<file path="src/rtl/wb_trace_buffer.sv">
// wb_trace_buffer: FIFO trace sink for architectural writes (GRF / DM) retired
// by the single-cycle mips core, drained over a valid/ready port.
// Optional feature macro: TRACE_SKIP_ZERO_EN (drop GRF writes to $0 silently).
// Up to two events per cycle; when both fire, DM takes the lower slot.
module wb_trace_buffer #(
    parameter int DEPTH = 16,
    parameter int PTR_W = 4
) (
    input  logic             clk,
    input  logic             reset,
    input  logic             grf_we,
    input  logic [31:0]      grf_pc,
    input  logic [4:0]       grf_addr,
    input  logic [31:0]      grf_wdata,
    input  logic             dm_we,
    input  logic [31:0]      dm_pc,
    input  logic [31:0]      dm_addr,
    input  logic [31:0]      dm_wdata,
    output logic             trace_valid,
    input  logic             trace_ready,
    output logic             trace_kind,
    output logic [31:0]      trace_pc,
    output logic [31:0]      trace_addr,
    output logic [31:0]      trace_data,
    output logic [PTR_W:0]   count,
    output logic             full,
    output logic [15:0]      drop_cnt
);

    typedef struct packed {
        logic        kind;
        logic [31:0] pc;
        logic [31:0] addr;
        logic [31:0] data;
    } entry_t;

    entry_t           mem_q [DEPTH];
    entry_t           mem_d [DEPTH];
    logic [PTR_W-1:0] wr_ptr_q, wr_ptr_d;
    logic [PTR_W-1:0] rd_ptr_q, rd_ptr_d;
    logic [PTR_W:0]   count_q, count_d;
    logic [15:0]      drop_cnt_q, drop_cnt_d;

    logic             pop, dm_ev, grf_ev, dm_acc, grf_acc;
    logic [PTR_W+1:0] free;
    logic [1:0]       n_push, n_drop;
    logic [16:0]      drop_sum;
    logic [PTR_W-1:0] grf_slot;
    entry_t           head;

    // Admission control, slot allocation and next-state for pointers/counters
    always_comb begin
        mem_d  = mem_q;
        pop    = (count_q != '0) && trace_ready;
        // A same-cycle pop frees its slot for this cycle's pushes
        free   = (PTR_W+2)'(DEPTH) - {1'b0, count_q} + (PTR_W+2)'(pop);
        dm_ev  = dm_we;
`ifdef TRACE_SKIP_ZERO_EN
        grf_ev = grf_we && (grf_addr != 5'd0);
`else
        grf_ev = grf_we;
`endif
        dm_acc   = dm_ev && (free != '0);
        // GRF needs a second slot when DM already took one
        grf_acc  = grf_ev && (free > (PTR_W+2)'(dm_acc));
        grf_slot = dm_acc ? wr_ptr_q + PTR_W'(1) : wr_ptr_q;
        if (dm_acc)
            mem_d[wr_ptr_q] = '{kind: 1'b1, pc: dm_pc, addr: dm_addr, data: dm_wdata};
        if (grf_acc)
            mem_d[grf_slot] = '{kind: 1'b0, pc: grf_pc, addr: {27'b0, grf_addr}, data: grf_wdata};
        n_push   = {1'b0, dm_acc} + {1'b0, grf_acc};
        n_drop   = ({1'b0, dm_ev} + {1'b0, grf_ev}) - n_push;
        wr_ptr_d = wr_ptr_q + PTR_W'(n_push);
        rd_ptr_d = rd_ptr_q + PTR_W'(pop);
        count_d  = count_q + (PTR_W+1)'(n_push) - (PTR_W+1)'(pop);
        // Saturating drop counter: compute one bit wider, clamp on carry
        drop_sum   = {1'b0, drop_cnt_q} + 17'(n_drop);
        drop_cnt_d = drop_sum[16] ? 16'hFFFF : drop_sum[15:0];
    end

    // Control state: pointers, occupancy and drop counter
    always_ff @(posedge clk) begin
        if (reset) begin
            wr_ptr_q   <= '0;
            rd_ptr_q   <= '0;
            count_q    <= '0;
            drop_cnt_q <= '0;
        end else begin
            wr_ptr_q   <= wr_ptr_d;
            rd_ptr_q   <= rd_ptr_d;
            count_q    <= count_d;
            drop_cnt_q <= drop_cnt_d;
        end
    end

    // Entry storage; contents never reach outputs unless counted as valid
    always_ff @(posedge clk) begin
        if (!reset)
            mem_q <= mem_d;
    end

    // Show-ahead head, zeroed while empty so stale slots never leak out
    always_comb begin
        head = (count_q != '0) ? mem_q[rd_ptr_q] : '0;
    end

    assign trace_valid = (count_q != '0);
    assign trace_kind  = head.kind;
    assign trace_pc    = head.pc;
    assign trace_addr  = head.addr;
    assign trace_data  = head.data;
    assign count       = count_q;
    assign full        = (count_q == (PTR_W+1)'(DEPTH));
    assign drop_cnt    = drop_cnt_q;

endmodule

</file>
<file path="config.mk">
export PLATFORM = sky130hd
export DESIGN_NAME = wb_trace_buffer
export DESIGN_NICKNAME = d
export VERILOG_FILES = /design/src/rtl/wb_trace_buffer.sv
export SDC_FILE = /design/constraint.sdc
export NUM_CORES = 2
export LEC_CHECK = 0
export ABC_CLOCK_PERIOD_IN_PS = 40800
export CAP_MARGIN = 30
export CORE_MARGIN = 2
export CORE_UTILIZATION = 40
export CTS_CLUSTER_SIZE = 28
export DETAILED_ROUTE_END_ITERATION = 10
export SLEW_MARGIN = 15
export SYNTH_ARGS = -nofsm -noshare
export SYNTH_HDL_FRONTEND = slang
export SYNTH_SLANG_ARGS = --single-unit
</file>
<file path="constraint.sdc">
create_clock -name clk -period 40.8 [get_ports clk]
set_input_delay 8.16 -clock clk [delete_from_list [all_inputs] [get_ports clk]]
set_output_delay 8.16 -clock clk [all_outputs]
set_load 0.05 [all_outputs]
</file>
Word level (Yosys, flattened, before mapping)
Cells that the tools add are included.
Widths: inputs -> output; s select.
{"block": "op_classes", "addsub": 11, "magnitude_cmp": 6, "n_eq_ne": 1, "n_mux": 14, "bitwise_logic": 3, "n_reduce_logical": 7}
{"cell": "$bwmux 1552", "n": 2}
{"cell": "$mux 1552", "n": 2}
{"cell": "$demux 97 s4", "n": 2}
{"cell": "$mux 97", "n": 5}
{"cell": "$bmux 97 s4", "n": 1}
{"cell": "$add 16x2->17", "n": 1}
{"cell": "$mux 16", "n": 1}
{"cell": "$ge 5x5->1 const B", "n": 3}
{"cell": "$not 4->5", "n": 3}
{"cell": "$lt 5x1->1 const B", "n": 2}
{"cell": "$add 6x1->6", "n": 1}
{"cell": "$gt 6x1->1", "n": 1}
{"cell": "$reduce_bool 6->1", "n": 1}
{"cell": "$sub 5x5->6 const A", "n": 1}
{"cell": "$add 5x2->5", "n": 1}
{"cell": "$eq 5x5->1 const B", "n": 1}
{"cell": "$logic_and 1x1->1", "n": 5}
{"cell": "$reduce_bool 5->1", "n": 1}
{"cell": "$sub 5x1->5", "n": 1}
{"cell": "$add 1x1->2", "n": 2}
{"cell": "$add 4x1->4", "n": 1}
{"cell": "$add 4x1->4 const B", "n": 1}
{"cell": "$add 4x2->4", "n": 1}
{"cell": "$mux 4", "n": 1}
{"cell": "$sub 2x2->2", "n": 1}
{"block": "totals", "ff_bits": 1581, "in_bits": 170, "output_inout_bits": 120, "wordCells": 110}

Longest topological paths before layout
{"block": "logic_depth", "ltp_word": 13, "depth_mapped": 29, "ltp_nobuf": 25}

Worst setup path after synthesis
Ideal clock, no wire load.
{"block": "synth_path", "path_kind": "input port to flip-flop", "startpoint": "input port reset", "endpoint": "register drop_cnt_q[15], in the netlist drop_cnt[15]", "setup_time_ps": 184, "arrival_ps": 40451, "t_required_ps": 40616, "slack_ps": 164, "path_stages": 3, "path_cell_list": "clkbuf_1 inv_1 o211a_1"}
{"item": "start, declared", "line_no": "10", "text": "input logic reset,"}
{"item": "end signal, assigned", "line_no": "92", "text": "drop_cnt_q <= drop_cnt_d;"}
{"item": "end, declared", "line_no": "42", "text": "logic [15:0] drop_cnt_q, drop_cnt_d;"}
No word-level cell between the ends.

Final worst setup path
{"block": "layout_path", "startpoint": "register rd_ptr_q[1]", "endpoint": "output port trace_data[30]"}
{"block": "layout_between", "elab_chain_len": 5}
{"item": "start, declared", "line_no": "40", "text": "logic [PTR_W-1:0] rd_ptr_q, rd_ptr_d;"}
{"item": "start signal, assigned", "line_no": "90", "text": "rd_ptr_q <= rd_ptr_d;"}
{"item": "$not 4->5 (implied by the code)", "line_no": "104", "text": "head = (count_q != '0) ? mem_q[rd_ptr_q] : '0;"}
{"item": "$bmux 97 s4", "line_no": "104"}
{"item": "$mux 97 (implied by the code) (2 in a row)", "line_no": "104"}
{"item": "$mux 97", "line_no": "104"}
{"item": "end, declared", "line_no": "24", "text": "output logic [31:0] trace_data,"}
No other way between the ends. The select of a mux whose other input is x is not followed.

==> impl_metrics.toml <==
[sta]
rsz0062_at_grt = "false"
hold_ws_ns = 0.574
finalCriticalPeriod_ns = 13.67
timing.slew.headroom_pct = 15.7
max_slew.worst_pin.slew_ns = 1.26
final_hold_viol_count = 0
period_share_pct = 33.5
fmax_ghz = 0.0732
slew_viol_final = 0
setup_viol = 0
fin_skew_ns = 0.0370
tns_ns = 0

[global_route]
grt_use_met3_pct = 4.73
met1_usage_pct = 33.5
grtUsageTotal_pct = 24.9
grt.overflow.total = 0
grt_util_met2_pct = 40.8
antenna_found_initial = 68
grt_pass1_wl_um = 434000
grt_max_degree = 179
grt_pass1_vias = 59800
busiest_layer = "met2"

[cts]
clk_pin_slew_ns = 0.06
clock_latency_ns = 0.86
cts_tree = "done"
post_cts_buffers = 0
postCtsHoldBufs = 0
cts_resized = 0
clock_sinks = 1581
htreeDepth = 4
cts_buffers = 182
clockBufferDepth = 3
root_buffer = "clkbuf_16"

[die]
die_h_um = 488
rows = 177
boundaryPins = 290
initial_core_util_pct = 40.3
die_width_um = 488
dieArea_um2 = 238000
coreArea_um2 = 233000

[cells_and_area]
final_common_cell = "mux2_2"
area_growth_pct = 12.8
final_cells = 9897
drive_above_1_share_pct = 45.9
fin_nets = 6783
most-common-layout-cells = "mux2_2 (2142), edfxtp_1 (1552), nand2_1 (875), mux4_2 (485), a21oi_1 (451)"

[setup_path]
cpPeakStageDelay_ns = 0.92
start_kind = "flip-flop"
worstSetupPathType = "flip-flop to output pin"
critical_path_peak_fanout = 52
worst_setup_path_end_kind = "output pin"
ff2ff_path_depth = 17
crit_chain = "buf_4, buf_4, buf_16, mux4_2, mux4_2, and2_1, clkdlybuf4s50_1"
cp.arrival_ns = 5.51
worst_ep_required_time_ns = 32.64
critPathSlowestCell = "dfxtp_4"
rr_startpoint = "count[2]$_SDFF_PP0_"
ff2ff_setup_slack_ns = 33.70
r2r-end = "mem_q[896]$_DFFE_PN_"

[pwr]
power_leakage_uw = 0.0359
max-vdd-ir-drop_uv = 51.5
power_density_nw_per_um2 = 60.5

[routing]
antenna_violating_nets_post_route = 0
viasPerCell = 6.02
num_vias = 59600
wl_um = 303000
dr.pass1.iters = 6
wl_per_cell_um = 30.6
drt_iter0_drc = 6728
drc = 0

[place]
portBuffers = 289
dpl.hpwl_um = 160000
gp_congestion = 0.772
dpl.cell_count = 9524

[synth]
synthDistinctLibCells = 54
synth_top_flop_cell = "edfxtp_1"
ys_seq_elements = 1581
ys_warn_count = 0
netlist_instances = 6645
synth_seq_area_share_pct = 50.3
async_flop_share_pct = 0
avgSynthCellArea_um2 = 14.1
synth_edf_count = 1552
synth_nets = 6841
synth_area_um2 = 93800

[worst_hold_path]
holdPathStages = 2
holdCritPathClass = "flip-flop to flip-flop"
hp-start = "mem_q[775]$_DFFE_PN_"
holdPathEnd = "mem_q[775]$_DFFE_PN_"

[flow_run]
cap_violations = 0

[run_status]
status = "completed"
## worst max-delay path by stage
| stage | to | slack, ns | from |
|---|---|---|---|
| after CTS | trace_pc[20] | 26.07 | rd_ptr_q[0]$_SDFF_PP0_ |
| final | trace_data[30] | 27.13 | rd_ptr_q[1]$_SDFF_PP0_ |
| after global placement | mem_q[875]$_DFFE_PN_ | 26.76 | trace_ready |
| after floorplan | drop_cnt[15]$_SDFF_PP0_ | 0.16 | reset |
| after global routing | trace_pc[20] | 26.89 | rd_ptr_q[0]$_SDFF_PP0_ |
| after detailed placement | mem_q[887]$_DFFE_PN_ | 26.78 | trace_ready |
## power breakdown
group,internal [uW],total (uW),switching (uW)
Combinational,1140,2500,1350
Clock,909,1620,708
Sequential,2160,2290,136
Total,4210,6410,2200
## synthesized netlist by cell type, types with 21 or more instances
library cell  count  share of area (%)
a21oi_1         451                2.4
and2_1          101               0.67
buf_1           158               0.63
buf_2           132               0.70
clkbuf_1        400                1.6
dfxtp_1          29               0.62
edfxtp_1       1552                 50
ha_1             22               0.29
inv_1            21              0.084
mux2_1           66               0.79
mux2_2         2142                 26
mux4_2          485                 12
nand2_1         875                3.5
nand3_1          24               0.13
nor2_1           52               0.21
## registers in the layout (all words and copies together), names as in the netlist
signal and flops:
drop_cnt 16, wr_ptr_q 4, count 5, mem_q 1552, rd_ptr_q 4
## through the flow
step	util (%)	worst slack [ns]	power, uW	area, um2
detailed placement	42.8	26.78	4810	99800
finish	45.4	27.13	6410	106000
floorplan	-	0.164	4110	93800
global route	45.4	26.89	6660	106000
global placement	42.7	26.76	4750	99400
CTS	45.3	26.07	6430	106000
## logic make-up (layout without fill, tap and decap cells)
group	after synthesis	after routing	share of synthesized area [%]
adders and majority gates	26	26	0.379
muxes	2693	2693	38.2
buffers and inverters	717	816	3.07
and+or+nand+nor	1104	1104	4.94
other	0	21	0
xor gates and xnor gates	18	18	0.168
AOI/OAI and AO/OA	506	506	2.99
DFF	1581	1581	50.3
## routing by layer
| metal | up-vias | part of all wire [%] |
|---|---|---|
| met5 | - | 0.12 |
| met4 | 54 | 3.1 |
| met3 | 601 | 7.9 |
| met2 | 2545 | 48 |
| met1 | 30800 | 41 |
| li1 | 25500 | - |
## worst max-delay path: cells and delay by family (launching register included)
| family | cells | cell delay, ns |
|---|---|---|
| buffers and inverters | 4 | 2.47 |
| AND/OR/NAND/NOR | 1 | 0.25 |
| multiplexers | 2 | 0.89 |
| flip-flops | 1 | 0.92 |
## area by class of cell
type | instances | area [um2]
fill | 20700 | 127000
sequential | 1581 | 47200
multi-input combinational | 4347 | 44200
clock buffer | 235 | 4850
timing repair buffer | 452 | 4630
tap | 3132 | 3920
clock inverter | 106 | 896
inverter | 23 | 96.3
antenna | 21 | 52.6
(Power assumes the default switching activity.)
